## config.mk

```make
export PLATFORM = sky130hd
export DESIGN_NAME = wb_tgt_mem_flat
export DESIGN_NICKNAME = d
export VERILOG_FILES = /design/src/rtl/wb_tgt_mem_if.sv /design/src/rtl/wb_tgt_mem.sv /design/src/flat_wrapper.sv
export SDC_FILE = /design/constraint.sdc
export NUM_CORES = 1
export LEC_CHECK = 0
export CORE_AREA = 2 2 165 167
export DETAILED_ROUTE_END_ITERATION = 10
export DIE_AREA = 0 0 167 169
export PLACE_DENSITY_LB_ADDON = 0.25
export SETUP_SLACK_MARGIN = 0.5
export SKIP_LAST_GASP = 1
export SLEW_MARGIN = 0
export SYNTH_ARGS = -nofsm -noshare
export SYNTH_HDL_FRONTEND = slang
export SYNTH_SLANG_ARGS = --single-unit
```

## constraint.sdc

```tcl
create_clock -name clk_i -period 11.1 [get_ports clk_i]
set_input_delay 2.775 -clock clk_i [delete_from_list [all_inputs] [get_ports clk_i]]
set_output_delay 2.775 -clock clk_i [all_outputs]
set_load 0.01 [all_outputs]
```

## src/rtl/wb_tgt_mem_if.sv

```systemverilog
// Wishbone target-side bus bundle for wb_tgt_mem.
// Signal names are the target's port names, so the _i/_o suffixes read from the memory's side.
interface wb_tgt_mem_if #(
    parameter int ADR_WIDTH  = 16,
    parameter int DAT_WIDTH  = 16,
    parameter int SEL_WIDTH  = 2,
    parameter int TGA_WIDTH  = 1,
    parameter int TGC_WIDTH  = 1,
    parameter int TGRD_WIDTH = 1,
    parameter int TGWD_WIDTH = 1
) ();
    logic                  tgt_cyc_i;
    logic                  tgt_stb_i;
    logic                  tgt_we_i;
    logic                  tgt_lock_i;
    logic [SEL_WIDTH-1:0]  tgt_sel_i;
    logic [ADR_WIDTH-1:0]  tgt_adr_i;
    logic [DAT_WIDTH-1:0]  tgt_dat_i;
    logic [TGA_WIDTH-1:0]  tgt_tga_i;
    logic [TGC_WIDTH-1:0]  tgt_tgc_i;
    logic [TGWD_WIDTH-1:0] tgt_tgd_i;
    logic                  tgt_ack_o;
    logic                  tgt_err_o;
    logic                  tgt_rty_o;
    logic                  tgt_stall_o;
    logic [DAT_WIDTH-1:0]  tgt_dat_o;
    logic [TGRD_WIDTH-1:0] tgt_tgd_o;

    modport slave (
        input  tgt_cyc_i, tgt_stb_i, tgt_we_i, tgt_lock_i, tgt_sel_i,
               tgt_adr_i, tgt_dat_i, tgt_tga_i, tgt_tgc_i, tgt_tgd_i,
        output tgt_ack_o, tgt_err_o, tgt_rty_o, tgt_stall_o, tgt_dat_o, tgt_tgd_o
    );

    modport master (
        output tgt_cyc_i, tgt_stb_i, tgt_we_i, tgt_lock_i, tgt_sel_i,
               tgt_adr_i, tgt_dat_i, tgt_tga_i, tgt_tgc_i, tgt_tgd_i,
        input  tgt_ack_o, tgt_err_o, tgt_rty_o, tgt_stall_o, tgt_dat_o, tgt_tgd_o
    );
endinterface

```

## src/rtl/wb_tgt_mem.sv

```systemverilog
// Pipelined Wishbone target memory: byte-writable register file with a fixed-latency
// response pipeline, an outstanding-request limit and cycle-abort handling.
module wb_tgt_mem #(
    parameter int ADR_WIDTH  = 16,
    parameter int DAT_WIDTH  = 16,
    parameter int SEL_WIDTH  = 2,
    parameter int TGA_WIDTH  = 1,
    parameter int TGC_WIDTH  = 1,
    parameter int TGRD_WIDTH = 1,
    parameter int TGWD_WIDTH = 1,
    parameter int DEPTH_LOG2 = 4,
    parameter int LATENCY    = 2,
    parameter int MAX_OUT    = 2
) (
    input  logic          clk_i,
    input  logic          async_rst_i,
    input  logic          sync_rst_i,
    wb_tgt_mem_if.slave   bus
);
    localparam int WORDS = 1 << DEPTH_LOG2;
    localparam int CNT_W = $clog2(MAX_OUT + 1);

    logic [DAT_WIDTH-1:0]  mem_reg [WORDS];
    logic [LATENCY-1:0]    vld_reg;
    logic [LATENCY-1:0]    err_reg;
    logic [DAT_WIDTH-1:0]  dat_reg [LATENCY];
    logic [CNT_W-1:0]      cnt_reg;
    logic [CNT_W-1:0]      cnt_next;

    logic [DEPTH_LOG2-1:0] idx;
    logic                  in_range;
    logic                  stall;
    logic                  accept;
    logic                  wr_en;
    logic                  retire;
    logic                  out_vld;
    logic [DAT_WIDTH-1:0]  rd_word;
    logic [DAT_WIDTH-1:0]  wr_word;
    logic [DAT_WIDTH-1:0]  rsp_dat;

    assign idx      = bus.tgt_adr_i[DEPTH_LOG2-1:0];
    assign in_range = (bus.tgt_adr_i[ADR_WIDTH-1:DEPTH_LOG2] == '0);
    assign stall    = (cnt_reg == CNT_W'(MAX_OUT));
    assign accept   = bus.tgt_cyc_i & bus.tgt_stb_i & ~stall;
    assign wr_en    = accept & bus.tgt_we_i & in_range;
    assign rd_word  = mem_reg[idx];
    assign rsp_dat  = (in_range && !bus.tgt_we_i) ? rd_word : '0;

    // Read-modify-write merge: selected lanes take new data, the rest keep the stored word.
    for (genvar gi = 0; gi < SEL_WIDTH; gi++) begin : g_byte
        assign wr_word[8*gi +: 8] = bus.tgt_sel_i[gi] ? bus.tgt_dat_i[8*gi +: 8]
                                                      : rd_word[8*gi +: 8];
    end

    always_ff @(posedge clk_i or posedge async_rst_i) begin
        if (async_rst_i) begin
            for (int i = 0; i < WORDS; i++) mem_reg[i] <= '0;
        end else if (sync_rst_i) begin
            for (int i = 0; i < WORDS; i++) mem_reg[i] <= '0;
        end else if (wr_en) begin
            mem_reg[idx] <= wr_word;
        end
    end

    // Response pipeline; a dropped cycle flushes every in-flight entry.
    always_ff @(posedge clk_i or posedge async_rst_i) begin
        if (async_rst_i) begin
            vld_reg <= '0;
            err_reg <= '0;
            for (int i = 0; i < LATENCY; i++) dat_reg[i] <= '0;
        end else if (sync_rst_i || !bus.tgt_cyc_i) begin
            vld_reg <= '0;
            err_reg <= '0;
            for (int i = 0; i < LATENCY; i++) dat_reg[i] <= '0;
        end else begin
            vld_reg[0] <= accept;
            err_reg[0] <= ~in_range;
            dat_reg[0] <= rsp_dat;
            for (int i = 1; i < LATENCY; i++) begin
                vld_reg[i] <= vld_reg[i-1];
                err_reg[i] <= err_reg[i-1];
                dat_reg[i] <= dat_reg[i-1];
            end
        end
    end

    // An entry is released from the count as it moves into the output stage, so the
    // registered stall already knows about the slot freed by the response being presented.
    if (LATENCY == 1) begin : g_ret_direct
        assign retire = accept;
    end else begin : g_ret_stage
        assign retire = vld_reg[LATENCY-2];
    end

    always_comb begin
        cnt_next = cnt_reg;
        if (!bus.tgt_cyc_i) begin
            cnt_next = '0;
        end else begin
            cnt_next = cnt_reg + CNT_W'(accept) - CNT_W'(retire);
        end
    end

    always_ff @(posedge clk_i or posedge async_rst_i) begin
        if (async_rst_i) begin
            cnt_reg <= '0;
        end else if (sync_rst_i) begin
            cnt_reg <= '0;
        end else begin
            cnt_reg <= cnt_next;
        end
    end

    // Responses are suppressed while the initiator has abandoned the cycle.
    assign out_vld         = vld_reg[LATENCY-1] & bus.tgt_cyc_i;
    assign bus.tgt_ack_o   = out_vld & ~err_reg[LATENCY-1];
    assign bus.tgt_err_o   = out_vld & err_reg[LATENCY-1];
    assign bus.tgt_dat_o   = bus.tgt_ack_o ? dat_reg[LATENCY-1] : '0;
    assign bus.tgt_rty_o   = 1'b0;
    assign bus.tgt_stall_o = stall;
    assign bus.tgt_tgd_o   = {TGRD_WIDTH{1'b0}};

    logic [TGA_WIDTH+TGC_WIDTH+TGWD_WIDTH:0] unused_tags;
    assign unused_tags = {bus.tgt_lock_i, bus.tgt_tga_i, bus.tgt_tgc_i, bus.tgt_tgd_i};
endmodule
```

## src/flat_wrapper.sv

```systemverilog
// flat-port wrapper written by rule: the top's interface ports become plain ports
module wb_tgt_mem_flat 
#(
    parameter int ADR_WIDTH  = 16,
    parameter int DAT_WIDTH  = 16,
    parameter int SEL_WIDTH  = 2,
    parameter int TGA_WIDTH  = 1,
    parameter int TGC_WIDTH  = 1,
    parameter int TGRD_WIDTH = 1,
    parameter int TGWD_WIDTH = 1,
    parameter int DEPTH_LOG2 = 4,
    parameter int LATENCY    = 2,
    parameter int MAX_OUT    = 2
)
  (clk_i, async_rst_i, sync_rst_i, bus_tgt_cyc_i, bus_tgt_stb_i, bus_tgt_we_i, bus_tgt_lock_i, bus_tgt_sel_i, bus_tgt_adr_i, bus_tgt_dat_i, bus_tgt_tga_i, bus_tgt_tgc_i, bus_tgt_tgd_i, bus_tgt_ack_o, bus_tgt_err_o, bus_tgt_rty_o, bus_tgt_stall_o, bus_tgt_dat_o, bus_tgt_tgd_o);
  wb_tgt_mem_if #(.ADR_WIDTH(ADR_WIDTH), .DAT_WIDTH(DAT_WIDTH), .SEL_WIDTH(SEL_WIDTH), .TGA_WIDTH(TGA_WIDTH), .TGC_WIDTH(TGC_WIDTH), .TGRD_WIDTH(TGRD_WIDTH), .TGWD_WIDTH(TGWD_WIDTH)) bus_i ();
  input  logic clk_i;
  input  logic async_rst_i;
  input  logic sync_rst_i;
  input wire logic [$bits(bus_i.tgt_cyc_i)-1:0] bus_tgt_cyc_i;
  input wire logic [$bits(bus_i.tgt_stb_i)-1:0] bus_tgt_stb_i;
  input wire logic [$bits(bus_i.tgt_we_i)-1:0] bus_tgt_we_i;
  input wire logic [$bits(bus_i.tgt_lock_i)-1:0] bus_tgt_lock_i;
  input wire logic [$bits(bus_i.tgt_sel_i)-1:0] bus_tgt_sel_i;
  input wire logic [$bits(bus_i.tgt_adr_i)-1:0] bus_tgt_adr_i;
  input wire logic [$bits(bus_i.tgt_dat_i)-1:0] bus_tgt_dat_i;
  input wire logic [$bits(bus_i.tgt_tga_i)-1:0] bus_tgt_tga_i;
  input wire logic [$bits(bus_i.tgt_tgc_i)-1:0] bus_tgt_tgc_i;
  input wire logic [$bits(bus_i.tgt_tgd_i)-1:0] bus_tgt_tgd_i;
  output wire logic [$bits(bus_i.tgt_ack_o)-1:0] bus_tgt_ack_o;
  output wire logic [$bits(bus_i.tgt_err_o)-1:0] bus_tgt_err_o;
  output wire logic [$bits(bus_i.tgt_rty_o)-1:0] bus_tgt_rty_o;
  output wire logic [$bits(bus_i.tgt_stall_o)-1:0] bus_tgt_stall_o;
  output wire logic [$bits(bus_i.tgt_dat_o)-1:0] bus_tgt_dat_o;
  output wire logic [$bits(bus_i.tgt_tgd_o)-1:0] bus_tgt_tgd_o;
  assign bus_i.tgt_cyc_i = bus_tgt_cyc_i;
  assign bus_i.tgt_stb_i = bus_tgt_stb_i;
  assign bus_i.tgt_we_i = bus_tgt_we_i;
  assign bus_i.tgt_lock_i = bus_tgt_lock_i;
  assign bus_i.tgt_sel_i = bus_tgt_sel_i;
  assign bus_i.tgt_adr_i = bus_tgt_adr_i;
  assign bus_i.tgt_dat_i = bus_tgt_dat_i;
  assign bus_i.tgt_tga_i = bus_tgt_tga_i;
  assign bus_i.tgt_tgc_i = bus_tgt_tgc_i;
  assign bus_i.tgt_tgd_i = bus_tgt_tgd_i;
  assign bus_tgt_ack_o = bus_i.tgt_ack_o;
  assign bus_tgt_err_o = bus_i.tgt_err_o;
  assign bus_tgt_rty_o = bus_i.tgt_rty_o;
  assign bus_tgt_stall_o = bus_i.tgt_stall_o;
  assign bus_tgt_dat_o = bus_i.tgt_dat_o;
  assign bus_tgt_tgd_o = bus_i.tgt_tgd_o;
  wb_tgt_mem #(.ADR_WIDTH(ADR_WIDTH), .DAT_WIDTH(DAT_WIDTH), .SEL_WIDTH(SEL_WIDTH), .TGA_WIDTH(TGA_WIDTH), .TGC_WIDTH(TGC_WIDTH), .TGRD_WIDTH(TGRD_WIDTH), .TGWD_WIDTH(TGWD_WIDTH), .DEPTH_LOG2(DEPTH_LOG2), .LATENCY(LATENCY), .MAX_OUT(MAX_OUT)) u_core (.clk_i(clk_i), .async_rst_i(async_rst_i), .sync_rst_i(sync_rst_i), .bus(bus_i));
endmodule
```

==> results.md <==
* Met2 WL at 15,300 um
* Footprint of the multi-input gates at 5240 um^2
* Register Area at 7360 um^2
* Clock Skews at around 23 ps
* Vias in the first global route at about 8,700
* Peak VDD IR at ~0.14 mV
* Top-Level Pins at 65
* Worst reg-to-reg path cell count at 5
* Fmax at approximately 0.13 GHz
* FF-to-FF End: u_core.mem_reg[116]
* CTS clk-pin slew, worst paths at ~60 ps
* Layout cell share with drive strength beyond 1 at 21.5%
* Initial antenna violation count at 0
* Die Wd at 167 um
* Clk buf depth at 3
* MaxCap Viol Count at 0
* Startpoint Class: input port
* Critical path type: in -> out
* Crit Reg-Reg Startpoint: u_core.cnt_reg[1]
* Final Max Slew Viols at 0
* Clock Latency Late Sink at roughly 570 ps
* Post-CTS Setup Inserts at 0
* Die Height at roughly 170 um
* CTS buffer count at 31
* Row Count at 60
* Post_cts resized at 0
* Syn. warnings at 0
* Setup TNS at 0 ps
* Power per standard cell area at 156 nW/um^2
* Synth area leaders: dfrtp_1, a22o_1, mux4_2
* CP max FO at 17
* CTS root buf: clkbuf_16
* Hold-critical path depth at 1
* Nets at 980
* Most used cell, CP: clkdlybuf4s50_1
* Final setup violation count at 0
* Starting density of the core at 49.4%
* Largest net degree at the start of global routing at around 190
* Lkg Pwr at 6.70 nW
* First-pass GRT wire length at about 52,000 um
* Status: complete, no violations
* Filler instances at 2,127
* ANT nets after route at 0
* Drt wl/cell at around 25 um
* Start point of the critical path: bus_tgt_cyc_i
* Vias/cell at 6.52
* CTS tree: done
* Diodes inserted at 0
* Die footprint at 28,200 um^2
* Layout Cells excl Fill at 1,298
* Cells after synthesis at approximately 900
* GR Overflow Total at 0
* Total wire length at ~33,000 um
* Hold Crit Class: reg -> reg
* Seq/Total Area, Yosys at 56.2%
* Hold Fails Final Rpt at 0
* Netlist Area Pre-Place at 13,100 um^2
* Area grow syn2layout at 13.7%
* # hold bufs at CTS at 0
* CP arrival at 4700 ps
* HP Start: u_core.err_reg[0]
* R2R Setup Slk at 8190 ps
* Max FFs per register at 256
* Period minus WS final at approximately 7500 ps
* Post-DP HPWL at ~19,000 um
* Wire length on met3 at around 2300 um
* Post-synth top area share at between 50% and 60%
* CTS sink cnt at 294
* Critical Path, Cell by Cell: clkdlybuf4s50_1, nand2_1, nor2_1, and2_1, clkdlybuf4s50_1
* Hold EP: u_core.err_reg[1]
* H-tree levels at 1
* Via count at ~8,500
* Crit. End Element: primary output
* RSZ-0062 raised after global routing: false
* GPL Wtd Cong at 0.763
* Post-synth top area cell: dfrtp_1
* Slew @ Worst Pin at 1300 ps
* Port-buffer cells at 58
* Unique masters post-synth at 39
* Core region area at 26,500 um^2
* Wire length on met1 at between 10,000 and 15,000 um
* First DRT Iteration DRCs at 793
* Biggest cell delay along the critical path at 560 ps
* Synth Register Bits at 294
* Slowest-stage cell, CP: nor2_1
* Slew headroom at 12.4%
* Crit share post-route at roughly 67%
* Total GRT Usage at 23.7%
* Syn Area/Cell at 14.4 um^2
* Worst path required time at 8330 ps
* DRT Pass-1 Iters at 4
* Placed instance count at around 1,200
* Highest metal used: met4
* # DRC at 0
cell usage in the layout, fill, tap and decap left out, types with 7 or more instances in the layout:
cell / instances
and2_1: 37
nand2_1: 19
dfrtp_1: 294
a22o_2: 30
a41oi_2: 10
clkdlybuf4s50_1: 56
o21ai_1: 16
buf_4: 19
clkbuf_16: 31
a22o_1: 258
nor2_4: 16
mux4_2: 64
clkinv_2: 7
nor2_1: 39
Yosys cell counts, drive strengths merged:
cell type,number
or3,1
mux4,64
conb,1
or4,3
and3,2
nor2b,5
nand3b,1
nand4,1
nand2,19
nor2,57
o21ai,16
clkbuf,39
dfrtp,294
ha,2
nor4b,1
a22o,288
nand2b,1
and2b,1
nor3,1
xnor2,1
and2,37
nand4bb,1
nand3,1
a41oi,16
xor2,1
nor4,1
inv,3
buf,47
nand4b,2
or3b,1
a21oi,1
metrics by stage:
| step | cell area, um^2 | total power [mW] | utilization, % | hold slack (ps) | setup WS (ps) |
|---|---|---|---|---|---|
| after CTS | 14900 | 2.33 | 56.1 | 446 | 3560 |
| after global placement | 13800 | 1.22 | 51.9 | 430 | 3580 |
| final | 14900 | 2.32 | 56.1 | 443 | 3630 |
| after floorplan | 13100 | 1.17 | - | 428 | 4420 |
| after global routing | 14900 | 2.39 | 56.1 | 467 | 3290 |
| after detailed placement | 13800 | 1.22 | 51.9 | 433 | 3560 |
area by class of cell:
type | instances | share of cell area (%)
Clock buffer | 38 | 5.73
Clock inverter | 18 | 1.72
Inverter | 3 | 0.101
Multi-Input combinational cell | 527 | 35.2
Sequential cell | 294 | 49.5
Tap cell | 341 | 2.87
Timing Repair Buffer | 77 | 4.90
layer usage:
| metal | GRT usage (%) | vias up |
|---|---|---|
| met5 | 0 | - |
| met2 | 37.2 | 339 |
| met3 | 3.18 | 44 |
| li1 | - | 3618 |
| met4 | 5.81 | 0 |
| met1 | 35.5 | 4467 |
kinds of logic after synthesis:
family                   after synthesis  share of synthesized area [%]
AO/OA/AOI/OAI                        321                           21.8
flip-flops                           294                           56.2
AND/OR/NAND/NOR                      136                           6.77
buffers and inverters                 89                           3.85
multiplexers                          64                           11.0
adder cells (fa/ha/maj)                2                          0.191
XOR/XNOR                               2                          0.134
other                                  1                         0.0287
how the worst max path moves through the flow:
| stage | end | slack (ps) |
|---|---|---|
| finish | bus_tgt_dat_o[15] | 3630 |
| floorplan | u_core.cnt_reg[0] | 4420 |
| global placement | bus_tgt_dat_o[14] | 3580 |
| CTS | bus_tgt_dat_o[15] | 3560 |
| global route | bus_tgt_dat_o[10] | 3290 |
| detailed placement | bus_tgt_dat_o[15] | 3560 |
where the power goes:
part | leakage, nW | switching (mW) | internal (mW)
Sequential | 4.11 | 0.000356 | 1.07
Combinational | 2.06 | 0.0928 | 0.0327
Clock | 0.541 | 0.437 | 0.683
critical path: cells and delay by family:
family | cells | cell delay [ps]
buffers and inverters | 2 | 1070
AND/OR/NAND/NOR | 3 | 850
(Power assumes the default switching activity.)
